--- src/rtl/slave_reg_bank.sv ---
// Arbiter-facing slave: DEPTH-entry write FIFO draining through a slow write engine into an 8 x 3-bit bank.
// Optional macro ACC_MODE_EN turns the overwrite commit into a saturating 3-bit accumulate.
module slave_reg_bank #(
  parameter int DEPTH  = 4,
  parameter int WR_LAT = 2
) (
  input  logic                     clk,
  input  logic                     rst_n,
  input  logic                     valid_in,
  input  logic [2:0]               addr_in,
  input  logic [2:0]               value_in,
  output logic                     ready_out,
  input  logic [2:0]               rd_addr,
  output logic [2:0]               rd_data,
  output logic                     wr_done,
  output logic                     busy,
  output logic [$clog2(DEPTH):0]   fill_level
);

  localparam int PTR_W = $clog2(DEPTH);
  localparam int CNT_W = PTR_W + 1;
  localparam int LAT_W = (WR_LAT > 1) ? $clog2(WR_LAT) : 1;

  typedef struct packed {
    logic [2:0] addr;
    logic [2:0] value;
  } entry_t;

  typedef enum logic {
    IDLE,
    BUSY
  } state_t;

  entry_t             fifo_mem [DEPTH];
  logic [PTR_W-1:0]   wr_ptr;
  logic [PTR_W-1:0]   rd_ptr;
  logic [CNT_W-1:0]   count;

  state_t             state;
  state_t             state_next;
  logic [LAT_W-1:0]   cnt;
  logic [LAT_W-1:0]   cnt_next;
  entry_t             hold;

  logic [2:0]         bank [8];
  logic [2:0]         commit_value;

  logic               push;
  logic               pop;
  logic               commit;

  // Full is judged on the registered count alone, so a same-cycle pop never frees a slot for a push.
  assign ready_out  = (count != CNT_W'(DEPTH));
  assign push       = valid_in && ready_out;
  assign fill_level = count;
  assign busy       = (state != IDLE) || (count != '0);

  // NOTE: FIFO storage has no reset; the pointers and count alone define which entries are valid.
  always_ff @(posedge clk) begin
    if (push) begin
      fifo_mem[wr_ptr] <= '{addr: addr_in, value: value_in};
    end
  end

  // NOTE: sequential state is always updated with non-blocking assignments so every flop samples pre-edge values.
  always_ff @(posedge clk or negedge rst_n) begin
    if (!rst_n) begin
      wr_ptr <= '0;
      rd_ptr <= '0;
      count  <= '0;
    end else begin
      if (push) wr_ptr <= wr_ptr + PTR_W'(1);
      if (pop)  rd_ptr <= rd_ptr + PTR_W'(1);
      case ({push, pop})
        2'b10:   count <= count + CNT_W'(1);
        2'b01:   count <= count - CNT_W'(1);
        default: count <= count;
      endcase
    end
  end

  // NOTE: every signal driven here gets a default first, so no path can infer a latch.
  always_comb begin
    state_next = state;
    cnt_next   = cnt;
    pop        = 1'b0;
    commit     = 1'b0;
    case (state)
      IDLE: begin
        if (count != '0) begin
          pop        = 1'b1;
          cnt_next   = LAT_W'(WR_LAT - 1);
          state_next = BUSY;
        end
      end
      BUSY: begin
        if (cnt == '0) begin
          commit     = 1'b1;
          state_next = IDLE;
        end else begin
          cnt_next = cnt - LAT_W'(1);
        end
      end
      default: state_next = IDLE;
    endcase
  end

  always_ff @(posedge clk or negedge rst_n) begin
    if (!rst_n) begin
      state   <= IDLE;
      cnt     <= '0;
      hold    <= '0;
      wr_done <= 1'b0;
    end else begin
      state   <= state_next;
      cnt     <= cnt_next;
      wr_done <= commit;
      if (pop) hold <= fifo_mem[rd_ptr];
    end
  end

`ifdef ACC_MODE_EN
  logic [3:0] acc_sum;

  always_comb begin
    acc_sum      = {1'b0, bank[hold.addr]} + {1'b0, hold.value};
    commit_value = acc_sum[3] ? 3'd7 : acc_sum[2:0];
  end
`else
  assign commit_value = hold.value;
`endif

  // Read samples the pre-edge bank, so a same-edge commit shows up one cycle later.
  always_ff @(posedge clk or negedge rst_n) begin
    if (!rst_n) begin
      for (int i = 0; i < 8; i++) bank[i] <= '0;
      rd_data <= '0;
    end else begin
      rd_data <= bank[rd_addr];
      if (commit) bank[hold.addr] <= commit_value;
    end
  end

endmodule

--- config.mk ---
export PLATFORM = sky130hd
export DESIGN_NAME = slave_reg_bank
export DESIGN_NICKNAME = d
export VERILOG_FILES = /design/src/rtl/slave_reg_bank.sv
export SDC_FILE = /design/constraint.sdc
export NUM_CORES = 1
export LEC_CHECK = 0
export ABC_AREA = 0
export CORE_ASPECT_RATIO = 1.2
export CORE_MARGIN = 3
export CORE_UTILIZATION = 60
export CTS_BUF_LIST = sky130_fd_sc_hd__clkbuf_2
export DETAILED_ROUTE_END_ITERATION = 12
export PLACE_DENSITY = 0.78
export SKIP_LAST_GASP = 1
export SLEW_MARGIN = 20
export SYNTH_ARGS = -nofsm -noshare
export SYNTH_HDL_FRONTEND = slang
export SYNTH_SLANG_ARGS = --single-unit
--- constraint.sdc ---
create_clock -name clk -period 5 [get_ports clk]
set_input_delay 0.5 -clock clk [delete_from_list [all_inputs] [get_ports clk]]
set_output_delay 0.5 -clock clk [all_outputs]
set_load 0.01 [all_outputs]
== After elaboration in Yosys (flattened, before gate mapping) ==
Memory sizes are Yosys's and may differ from the RTL's. A register that Yosys moved wholly into a read port is not among the register bits.
Cells that the tools add are included.
Storage, ports and cells
  register bits after elaboration: 37
  bits in latches: 0
  RAM bits: 24
  memory bits (read-only): 0
  input port bits: 12
  memories kept: 1
Cells by class
  add/sub/neg operators: 5
  multipliers: 0
  divide/modulo/power cells: 0
  order comparisons: 3
  equal/unequal tests: 4
  shift-type cells: 0
  mux-type cells: 18
  bitwise operators: 3
  reductions and logical operators: 6
Memories
  fifo_mem: depth 4, width 6, rd ports 1, clocked after memory_dff 1, write ports 1, line 34  | entry_t fifo_mem [DEPTH];
Operator list (count)
  bitwise mux 24 bit: 1
  binary-select mux 3 bit (select 3 bit): 1
  demux 3 bit (select 3 bit): 1
  2-to-1 mux 1 bit: 9
  2-to-1 mux 3 bit: 3
  greater-or-equal comparator 4 bit (second input constant): 2
  NOT 3 -> 4 bit: 2
  one-hot mux 3 bit (2 select lines): 1
  adder 2 x 1 -> 2 bit (second input constant): 2
  < comparator 4 x 1 -> 1 bit (second input constant): 1
  one-hot mux 1 bit (2 select lines): 2
  adder 3 x 1 -> 3 bit (second input constant): 1
  inequality test 3 bit (second input constant): 1
  nonzero test 3 bit: 1
  subtractor 3 x 1 -> 3 bit (second input constant): 1
  == test 2 x 1 -> 1 bit (second input constant): 1
  == test 2 bit (second input constant): 1
  logical AND 1 bit: 2
  inequality test 2 bit (second input constant): 1
  nonzero test 2 bit: 1
  logical NOT 1 bit: 1
  logical OR 1 bit: 1
  NOT 1 bit: 1
  subtractor 1 bit (second input constant): 1

== Longest topological paths before layout ==
  depth in word-level cells: 6
  depth in mapped cells: 9

== Worst setup path after synthesis ==
OpenSTA, ideal clock, no wires.
  path kind: register to register
  start: register count[0], in the netlist fill_level[0]
  end: register count[2], in the netlist fill_level[2]
  library setup time: 79 ps
  data arrival time: 2074 ps
  data required time: 4921 ps
  path slack: 2847 ps
  cell stages (with the launch flop): 10
  path buffers: 0
  clock period less this slack: 2153 ps
  cell sequence: dfrtp_1 or3b_4 and2_4 inv_1 ha_1 inv_1 fa_1 xor2_1 nor2_1 xor2_1
RTL lines
  start, declared: line 37  | logic [CNT_W-1:0] count;
  start signal, assigned: line 75  | 2'b10: count <= count + CNT_W'(1);
  start signal, assigned: line 76  | 2'b01: count <= count - CNT_W'(1);
  start signal, assigned: line 77  | default: count <= count;
  inequality test 3 bit *: line 53  | assign ready_out = (count != CNT_W'(DEPTH));
  named net ready_out: line 12  | output logic ready_out,
  logical AND 1 bit *: line 54  | assign push = valid_in && ready_out;
  == test 2 x 1 -> 1 bit / == test 2 bit (equally long branches): line 74  | case ({push, pop})
  one-hot mux 3 bit (2 select lines) / nonzero test 2 bit (equally long branches)
Mark *: on every way through the listed nets, which the timed path passes. The rest lies on a longest branch.
A chain may end at the register's enable or synchronous reset.

== Final worst setup path ==
  start: register count[0], in the netlist fill_level[0]
  end: output port busy
Between the ends
  longest elaborated chain between the ends: 2
Ends and longest elaborated chain
  nonzero test 3 bit: line 56  | assign busy = (state != IDLE) || (count != '0);
  logical OR 1 bit: line 56
  end, declared: line 16  | output logic busy,
Every way passes these cells.

==> impl.org <==
** Outcome
- Result of the run :: completed

** Finish
- The area growth from synthesis to layout is 12.57%.
- Net count of the finished layout :: 208
- Post-route standard cell area excluding fillers :: ~0.0032 mm2
- Ratio of cells with drive above 1 in the final layout :: 0.3436
- Diode insertion count for antenna repair :: 0

** Critical path
- Data on the critical path is required at its endpoint by between 4 and 5 ns.
- Critical path endpoint category :: primary output
- The worst setup path is launched from a flop.
- Critical Path AT :: between 2 and 2.5 ns
- Crit Path Category :: reg -> out
- Worst-path maximum fanout :: 5

** Clocking
- The number of clock buffers added by TritonCTS is 9.
- Clock insertion delay at the later pin of the skew report :: ~0.49 ns
- Buffers added to address setup during post-CTS repair amount to 0.
- Hold-fix buffers, CTS :: 0
- Clock transition at the register clock pins on the worst setup and hold paths after CTS :: roughly 0.17 ns
- CTS placed an instance of sky130_fd_sc_hd__clkbuf_2 at the clock tree root.
- TritonCTS built the clock tree.
- Clock sinks :: between 60 and 70
- The clock passes through at most 2 buffers.
- Resized cells post-CTS :: 0
- Htree depth :: 3

** STA
- Final number of max-transition violations :: 0
- Number of endpoints with negative hold slack in the final report :: 0
- On the final layout, the worst clock skew is ~0.018 ns.
- Setup repair after global routing left no endpoint under its margin.
- Normalized max-slew margin :: 0.3774
- Least-Margin Pin Slew :: slightly above 0.9 ns
- Final worst-path cycle share :: 0.5079
- Setup violations remaining at the end of the flow were counted as 0.
- For the final routed database, the setup TNS stands at 0 ns.
- Post-route setup slack :: around 2.5 ns
- Maximum clock rate :: 393.8 MHz
- Final critical delay including setup and external delays :: 2.539 ns

** Global route
- The number of antenna violations at the first check in global routing came to 0.
- Maximum number of pins on one net before global-route repair :: 44
- Overall track demand over capacity in global routing :: 0.2005
- Summed over all layers, the global routing overflow is 0.
- Number of global-route vias before repair :: ~1600
- The first global-routing pass estimated around 7700 um of wire.

** Synthesis
- Fraction of the yosys area taken by sequential cells :: 0.6377
- The cell count after synthesis came out at around 160.
- Net count of the mapped netlist :: 180
- In this run the mean area of a mapped cell was about 17 um2.
- The synthesized design contains 67 register bits.
- The netlist uses 28 different library cells.
- During synthesis, Yosys emitted a total of 0 warnings.
- Area of the mapped netlist :: between 0.002 and 0.003 mm2

** Route
- Summed over all layers, the routed wires come to 4577 um.
- Average wire per cell in the routed design :: about 18 um
- Drt first-iter violations :: 41
- The first detailed-routing pass took 5 iterations.
- Detailed routing inserted a total of 1423 vias.
- For this run, design rule violations remaining after detail routing come to 0.
- Via count normalized by instance count :: ~5.7
- Number of nets still failing antenna checks after routing :: 0

** Placed design
- The HPWL after detailed placement is 3270 um.
- Placed Area :: about 0.0031 mm2
- Pre-CTS setup slack :: 2.718 ns
- The congestion estimate from routability-driven global placement came to about 0.7.
- Count of buffers inserted at the top-level ports :: 20

** Floorplanning
- After floorplanning, the core was sized to cover 0.004392 mm2.
- Standard-cell row count :: 26
- Die Span Y :: ~80 um
- Number of top-level pins :: 21
- In this run the horizontal extent of the chip is approximately 69 um.
- Initial core utilization :: 0.6416
- The die covers 0.005558 mm2.

** Job
- The tool flagged a number of max-cap violations equal to 0.

** Power and ir drop
- IR analysis of the VDD net gives a maximum drop of about 370 uV.
- Switching Share :: 0.3178
- The internal portion of the total power is about 0.0013 W.
- Of the total power, registers draw 0.507.
- Of the total power, combinational logic draws 0.341.
- Clock network fraction of design power :: 0.152
- In this run the power spent charging and discharging nets is slightly above 0.0006 W.
- Power Density :: a little over 600 mW/mm2
- The analysis attributes to cell leakage a power of about 1.3 nW.

** Min path
- In this run the worst hold path is classified as in -> async.
## per-layer routing
metal  vias up  track usage  share of wire
li1        660            -              -
met3         9      0.05118          0.040
met2        29       0.3410           0.55
met1       725       0.2237           0.39
met5         -            0              0
met4         0       0.1133          0.021
## state kept, by name, summed over array words and instances, names as in the netlist
register / count
cnt: 1
commit_value: 3
fifo_mem: 24
hold: 3
bank: 24
wr_done: 1
state: 1
rd_ptr: 2
fill_level: 3
wr_ptr: 2
rd_data: 3
## worst max-delay path, cell delays in order, from the launching register on
cell                              delay (ns)
sky130_fd_sc_hd__dfrtp_1                0.47
sky130_fd_sc_hd__nor3_1                 0.46
sky130_fd_sc_hd__nand2b_1               0.12
sky130_fd_sc_hd__clkdlybuf4s50_1        0.50
## synth_stat cells
library cell / n / area, um2
sky130_fd_sc_hd__nor3b_2: 3 / 37.54
sky130_fd_sc_hd__nor2b_1: 1 / 6.260
sky130_fd_sc_hd__mux2_2: 33 / 371.6
sky130_fd_sc_hd__edfxtp_1: 24 / 720.7
sky130_fd_sc_hd__and2b_1: 1 / 7.510
sky130_fd_sc_hd__xnor2_1: 2 / 17.52
sky130_fd_sc_hd__a21oi_1: 1 / 5.000
sky130_fd_sc_hd__mux4_2: 12 / 270.3
sky130_fd_sc_hd__nor3b_1: 1 / 7.510
sky130_fd_sc_hd__xor2_1: 4 / 35.03
sky130_fd_sc_hd__nor2_1: 3 / 11.26
sky130_fd_sc_hd__nand3_1: 1 / 5.000
sky130_fd_sc_hd__fa_1: 1 / 20.02
sky130_fd_sc_hd__dfrtp_1: 43 / 1076
sky130_fd_sc_hd__inv_1: 7 / 26.28
sky130_fd_sc_hd__nand2_1: 2 / 7.510
sky130_fd_sc_hd__nor2_2: 1 / 6.260
sky130_fd_sc_hd__ha_1: 5 / 62.56
sky130_fd_sc_hd__and2_4: 1 / 8.760
sky130_fd_sc_hd__buf_1: 1 / 3.750
sky130_fd_sc_hd__buf_2: 2 / 10.01
sky130_fd_sc_hd__nor3_1: 1 / 5.000
sky130_fd_sc_hd__or3b_4: 1 / 11.26
sky130_fd_sc_hd__mux2_4: 1 / 15.01
sky130_fd_sc_hd__nand3b_1: 3 / 22.52
sky130_fd_sc_hd__and3_1: 5 / 31.28
sky130_fd_sc_hd__nand2b_1: 1 / 6.260
sky130_fd_sc_hd__mux2i_1: 1 / 10.01
## area by class of cell
class	count	area [um2]
multi-input cells	85	980.9
repair buffers	20	195.2
flip-flops and latches	67	1797
fillers	304	1220
clock buffers	12	60.06
well taps	56	70.07
clock inverters	4	42.54
inverters	7	26.28
## cell families (layout without fill, tap and decap cells)
kind of cell / after synthesis / count (layout) / synth area share
AOI/OAI and AO/OA: 1 / 1 / 0.001774
xor gates and xnor gates: 6 / 6 / 0.01865
adders and majority gates: 6 / 6 / 0.02931
buffers and inverters: 10 / 43 / 0.01421
DFF: 67 / 67 / 0.6377
muxes: 47 / 47 / 0.2367
and+or+nand+nor: 25 / 25 / 0.06173
## path summary, 6_finish.rpt
path	start	to	slack, ns	cells after the start
max	fill_level[0]$_DFFE_PN0P_	busy	2.46	3
min	rst_n	bank[11]$_DFFE_PN0P_	0.13	1
max reg2reg	fill_level[0]$_DFFE_PN0P_	fill_level[2]$_DFFE_PN0P_	2.76	9
min reg2reg	bank[7]$_DFFE_PN0P_	bank[7]$_DFFE_PN0P_	0.52	1
max in group asynchronous	rst_n	hold[4]$_DFFE_PN0P_	4.29	1
min in group clk	bank[7]$_DFFE_PN0P_	bank[7]$_DFFE_PN0P_	0.52	1
## power groups by stage
stage          Sequential [W]  Combinational, W  Clock (W)
6_report             0.000974          0.000655   0.000292
5_1_grt               0.00101          0.000723   0.000321
4_1_cts              0.000978          0.000669   0.000298
3_5_place_dp         0.000991          0.000659          0
3_3_place_gp         0.000965          0.000621          0
2_1_floorplan        0.000917          0.000499          0
## cell usage in the layout, fill, tap and decap left out, drive strengths merged
master / netlist / layout
a21oi: 1 / 1
and2: 1 / 1
and2b: 1 / 1
and3: 5 / 5
buf: 3 / 1
bufinv: 0 / 1
clkbuf: 0 / 12
clkdlybuf4s50: 0 / 19
clkinv: 0 / 3
dfrtp: 43 / 43
edfxtp: 24 / 24
fa: 1 / 1
ha: 5 / 5
inv: 7 / 7
mux2: 34 / 34
mux2i: 1 / 1
mux4: 12 / 12
nand2: 2 / 2
nand2b: 1 / 1
nand3: 1 / 1
nand3b: 3 / 3
nor2: 4 / 4
nor2b: 1 / 1
nor3: 1 / 1
nor3b: 4 / 4
or3b: 1 / 1
xnor2: 2 / 2
xor2: 4 / 4
## stage by stage
stage	total power (W)	utilization	std cells	hold WS, ns
after floorplan	0.001417	-	162	0.2044
after global placement	0.001586	0.6989	235	0.4840
after detailed placement	0.001651	0.6989	235	0.4927
after CTS	0.001945	0.7222	251	0.1354
after global routing	0.002050	0.7222	251	0.1564
final	0.001921	0.7222	251	0.1314
No activity file was read; power rests on OpenSTA's default activity.
==> variant 1 (same flow settings) <==
Build with the macro `ACC_MODE_EN` defined.
--- a/src/rtl/slave_reg_bank.sv
+++ b/src/rtl/slave_reg_bank.sv
@@ -1,4 +1,6 @@
 // Arbiter-facing slave: DEPTH-entry write FIFO draining through a slow write engine into an 8 x 3-bit bank.
 // Optional macro ACC_MODE_EN turns the overwrite commit into a saturating 3-bit accumulate.
+`define ACC_MODE_EN
+
 module slave_reg_bank #(
   parameter int DEPTH  = 4,
Behaviour: not the same (a bounded check fails within 10 cycles, from zero or initial values and one cycle with rst_n low).
==> variant 1 against the unedited design <==
  * Critical path depth grew 5
  * Setup slack lost 0.50 ns
  * Count of clock-buffer cells in the layout shrank 1
  * Wire length grew 26%
  * Power grew 26%
  * Sequential power grew 6%
  * Area after synthesis grew 13%
  * First-iteration DRC count grew 29%
  * Global-route usage grew 1.0 points
  * Sequential cell count is the same
  * Cell area grew 11%
==> variant 1: results (changes against the unedited design) <==
Status: completed
Ant diodes: 0 (unchanged)
Pre-CTS setup slack: 2.01 ns (-0.707 ns)
Detail Placement HPWL: 4240 µm (+30%)
Delay-heaviest family, CP: multiplexers
Post-synth net total: 225 (+25%)
RD Place Congestion: 0.799 (+14%)
Hold Path Class: in2async
WL per Instance: 19.7 µm (+8.3%)
CTS resizes: 0 (unchanged)
Sw Pwr: 0.912 mW (+49%)
CP Max Fanout: 14 (+9)
Synth top cells by count: dfrtp_1, mux2_2, edfxtp_1
Top cells by area, synth: dfrtp_1, edfxtp_1, mux2_2
Crit Reg-Reg Endpoint: bank[4]$_DFFE_PN0P_
1st-iter DRT viols: 53 (+29%)
Hold WS: 0.115 ns (-0.0162 ns)
R2R cell count: 8 (-1)
Crit-path slowest cell: dfrtp_1
Clk buf depth: 2 (unchanged)
Via-to-Cell Ratio: 6.05 (+6.8%)
CP arrival: 3.49 ns (+1.45 ns)
CP max stage delay: 0.75 ns (+0.25 ns)
Placed Cells: 275 (+17%)
Netlist cell types: 38 (+36%)
Layout Nets: 248 (+19%)
Leak pwr: 1.40 nW (+8.8%)
RR Startpoint: hold[3]$_DFFE_PN0P_
Seq/Total Area, Yosys: 56.2% (-7.6 points)
Latest clock arrival within the worst-skew pair: 0.50 ns
Main synth FF type: dfrtp_1
Root buffer cell: clkbuf_2
Routed Wire Length: 5750 µm (+26%)
Vias in the first global route: 1,941 (+22%)
GRT Util Overall: 21.1% (+1.0 points)
Cell count after synthesis: 203 (+25%)
Layout cells sized above 1: 31.2% (-3.2 points)
Cts bufs inserted: 9 (unchanged)
Cell area after placement: 0.00341 mm² (+11%)
Clock-pin slew on the worst setup and hold paths: 0.19 ns (+0.02 ns)
Max VDD drop: 0.000350 V (-6.2%)
DR pass1 iterations: 5 (unchanged)
Clock Skews: 0.0256 ns (+0.00746 ns)
Slew headroom: 36.7% (-1.0 points)
Regs by FF count: bank: 24 flops, fifo_mem: 24 flops, hold: 6 flops
Initial antenna violation count: 0 (unchanged)
First-pass GRT wire length: 9630 µm (+26%)
I/O Buffers: 20 (unchanged)
## variant 1: cell types whose count changed after synthesis, moves of 3 or more
cell	delta
ha_1	+3
nor2_1	+3
a21oi_1	+3
nor2b_1	+3
nor3b_1	+3
inv_1	+3
## variant 1: cell families after synthesis
| kind of cell | share of synthesized area [%] |
|---|---|
| compound gates | 1.17 |
| xor+xnor | 1.64 |
| fa+ha+maj | 4.38 |
| buf+inv | 2.97 |
| flops | 56.2 |
| mux | 25.4 |
| simple gates | 8.29 |
## variant 1: worst max-delay path by stage
stage                                 endpoint  slack, ns  cells after the start
after floorplan           bank[13]$_DFFE_PN0P_       2.51                     10
after global placement    bank[10]$_DFFE_PN0P_       2.08                      8
after detailed placement  bank[19]$_DFFE_PN0P_       2.01                      8
after CTS                 bank[19]$_DFFE_PN0P_       1.97                      8
after global routing       bank[4]$_DFFE_PN0P_       1.81                      8
final                      bank[4]$_DFFE_PN0P_       1.96                      8
## variant 1: power by group through the flow
stage	clock network [mW]	logic (mW)	registers, mW
final	0.306	1.09	1.03
after global routing	0.338	1.23	1.06
after CTS	0.311	1.10	1.03
after detailed placement	0	1.10	1.05
after global placement	0	1.05	1.03
after floorplan	0	0.920	0.920
## variant 1: layout make-up
cell class                      count  area, µm²
Timing Repair Buffer               20        195
Tap cell                           60       75.1
Clock inverter                      5       52.6
Multi-Input combinational cell    118       1310
Sequential cell                    67       1800
Fill cell                         365       1530
Inverter                           10       37.5
Clock buffer                       11       55.1
## variant 1: metal layers
layer  part of all wire (%)  global-route usage, %  up-vias
li1                       -                      -      801
met5                      0                      0        -
met2                     55                   37.1       34
met3                    3.0                   3.28       15
met4                    2.7                   10.6        0
met1                     39                   24.6      912
==> variant 2 (same settings) <==
Made on the original files. Reset style: synchronous (`rst_n`), changed in 3 clocked blocks.
--- a/src/rtl/slave_reg_bank.sv
+++ b/src/rtl/slave_reg_bank.sv
@@ -64,5 +64,5 @@
 
   // NOTE: sequential state is always updated with non-blocking assignments so every flop samples pre-edge values.
-  always_ff @(posedge clk or negedge rst_n) begin
+  always_ff @(posedge clk) begin
     if (!rst_n) begin
       wr_ptr <= '0;
@@ -106,5 +106,5 @@
   end
 
-  always_ff @(posedge clk or negedge rst_n) begin
+  always_ff @(posedge clk) begin
     if (!rst_n) begin
       state   <= IDLE;
@@ -132,5 +132,5 @@
 
   // Read samples the pre-edge bank, so a same-edge commit shows up one cycle later.
-  always_ff @(posedge clk or negedge rst_n) begin
+  always_ff @(posedge clk) begin
     if (!rst_n) begin
       for (int i = 0; i < 8; i++) bank[i] <= '0;
Behaviour: differs if rst_n is asserted again (counterexample within 4 cycles, from zero or initial values and one cycle with rst_n low); with rst_n held inactive, the same outputs for 10 cycles.
==> variant 2 against the unedited design <==
  * Sequential cell count did not move
  * Area after synthesis grew 1.1%
  * Cell area down 0.12%
  * Sequential power is 22% lower
  * Power down 28%
  * Worst hold slack better by 0.36 ns
  * Maximum frequency is 1.7% higher
  * Setup slack better by 0.042 ns
  * Wire length up 5.7%
==> variant 2: results (changes against the unedited design) <==
Top cells by area, synth: edfxtp_1, dfxtp_1, mux4_2
Seq/Total Area, Yosys: 64.0% (+0.21 points)
Clock Skews: 0.0203 ns (+0.00217 ns)
Layout cells sized above 1: 14.6% (-20 points)
DR WL met2: 2800 µm (+12%)
Routed Wire Length: 4840 µm (+5.7%)
Via count: 1,613 (+13%)
R2R setup slack: 2.50 ns (-0.26 ns)
Leak pwr: 1.12 nW (-13%)
R2R cell count: 8 (-1)
WL per Instance: 17.2 µm (-5.9%)
GRT Util Overall: 20.4% (+0.35 points)
Met3 WL: 224 µm (+24%)
Latest clock arrival within the worst-skew pair: 0.47 ns (-0.02 ns)
RR Startpoint: fill_level[0]$_SDFFE_PN0P_
Vias in the first global route: 1,658 (+4.2%)
RD Place Congestion: 0.845 (+21%)
Synth top cells by count: edfxtp_1, and2_1, dfxtp_1
CP arrival: 2.90 ns (+0.86 ns)
Post-synth EDFFs: 48 (+100%)
Detail Placement HPWL: 3640 µm (+11%)
Wl on met1: 1740 µm (-3.1%)
Post-synthesis area per instance: 14.3 µm² (-18%)
Status: completed
Largest net degree at the start of global routing: 20 (-55%)
Post-layout minimum cycle time: 2.50 ns (-0.0420 ns)
Max VDD drop: 0.000259 V (-31%)
Hold Path Class: reg2reg
Crit-path slowest cell: dfxtp_1
DR pass1 iterations: 4 (-1)
First-pass GRT wire length: 7820 µm (+2.0%)
Pre-CTS setup slack: 2.42 ns (-0.294 ns)
Layout Nets: 239 (+15%)
Placed Cells: 266 (+13%)
Cell area after placement: 0.00307 mm² (-0.12%)
Slew headroom: 62.3% (+25 points)
Ys async rst share: 0% (-64 points)
[variant 2: cell types whose count changed after synthesis, moves of 9 or more]
cell	unedited run	this run
and2_1	0	25
dfrtp_1	43	0
dfxtp_1	0	19
edfxtp_1	24	48
mux2_2	33	0
nor2_1	3	12
[variant 2: cells by family after synthesis]
group / count (synthesis) / synth area share, %
AOI/OAI and AO/OA: 26 / 6.15
xor gates and xnor gates: 2 / 0.615
adders and majority gates: 6 / 2.90
and+or+nand+nor: 70 / 14.1
DFF: 67 / 64.0
buffers and inverters: 16 / 2.77
muxes: 12 / 9.49
[variant 2: worst reg2reg max path, delay by kind of cell (launching register included)]
kind / cells / cell delay (ns)
buffers and inverters: 1 / 0.06
xor gates and xnor gates: 1 / 0.16
DFF: 1 / 0.49
and+or+nand+nor: 3 / 0.92
AOI/OAI and AO/OA: 1 / 0.15
adders and majority gates: 2 / 0.64
[variant 2: metal layers]
metal / track usage, % / up-vias
met1: 21.0 / 785
met3: 6.57 / 7
li1: - / 778
met4: 9.16 / 0
met2: 36.8 / 43
met5: 0 / -
[variant 2: power breakdown]
| part | switching, mW | internal [mW] |
|---|---|---|
| Clock | 0.172 | 0.118 |
| Combinational | 0.168 | 0.169 |
| Sequential | 0.0880 | 0.670 |
[variant 2: final cells by class]
cell class,instances,share of cell area (%)
flip-flops and latches,67,57.5
multi-input cells,116,29.9
repair buffers,20,6.32
well taps,56,2.21
clock buffers,12,1.90
clock inverters,4,1.34
inverters,7,0.829
[variant 2: metrics by stage]
| stage | hold slack [ns] | utilization, % |
|---|---|---|
| finish | 0.490 | 71.6 |
| global route | 0.542 | 71.6 |
| CTS | 0.490 | 71.6 |
| detailed placement | 0.471 | 69.3 |
| global placement | 0.468 | 69.3 |
| floorplan | 0.451 | - |
[variant 2: path summary, 6_finish.rpt]
check,end
setup / recovery,fill_level[2]$_SDFFE_PN0P_
hold / removal,hold[5]$_SDFFE_PN0P_
setup reg to reg,fill_level[2]$_SDFFE_PN0P_
hold reg to reg,hold[5]$_SDFFE_PN0P_
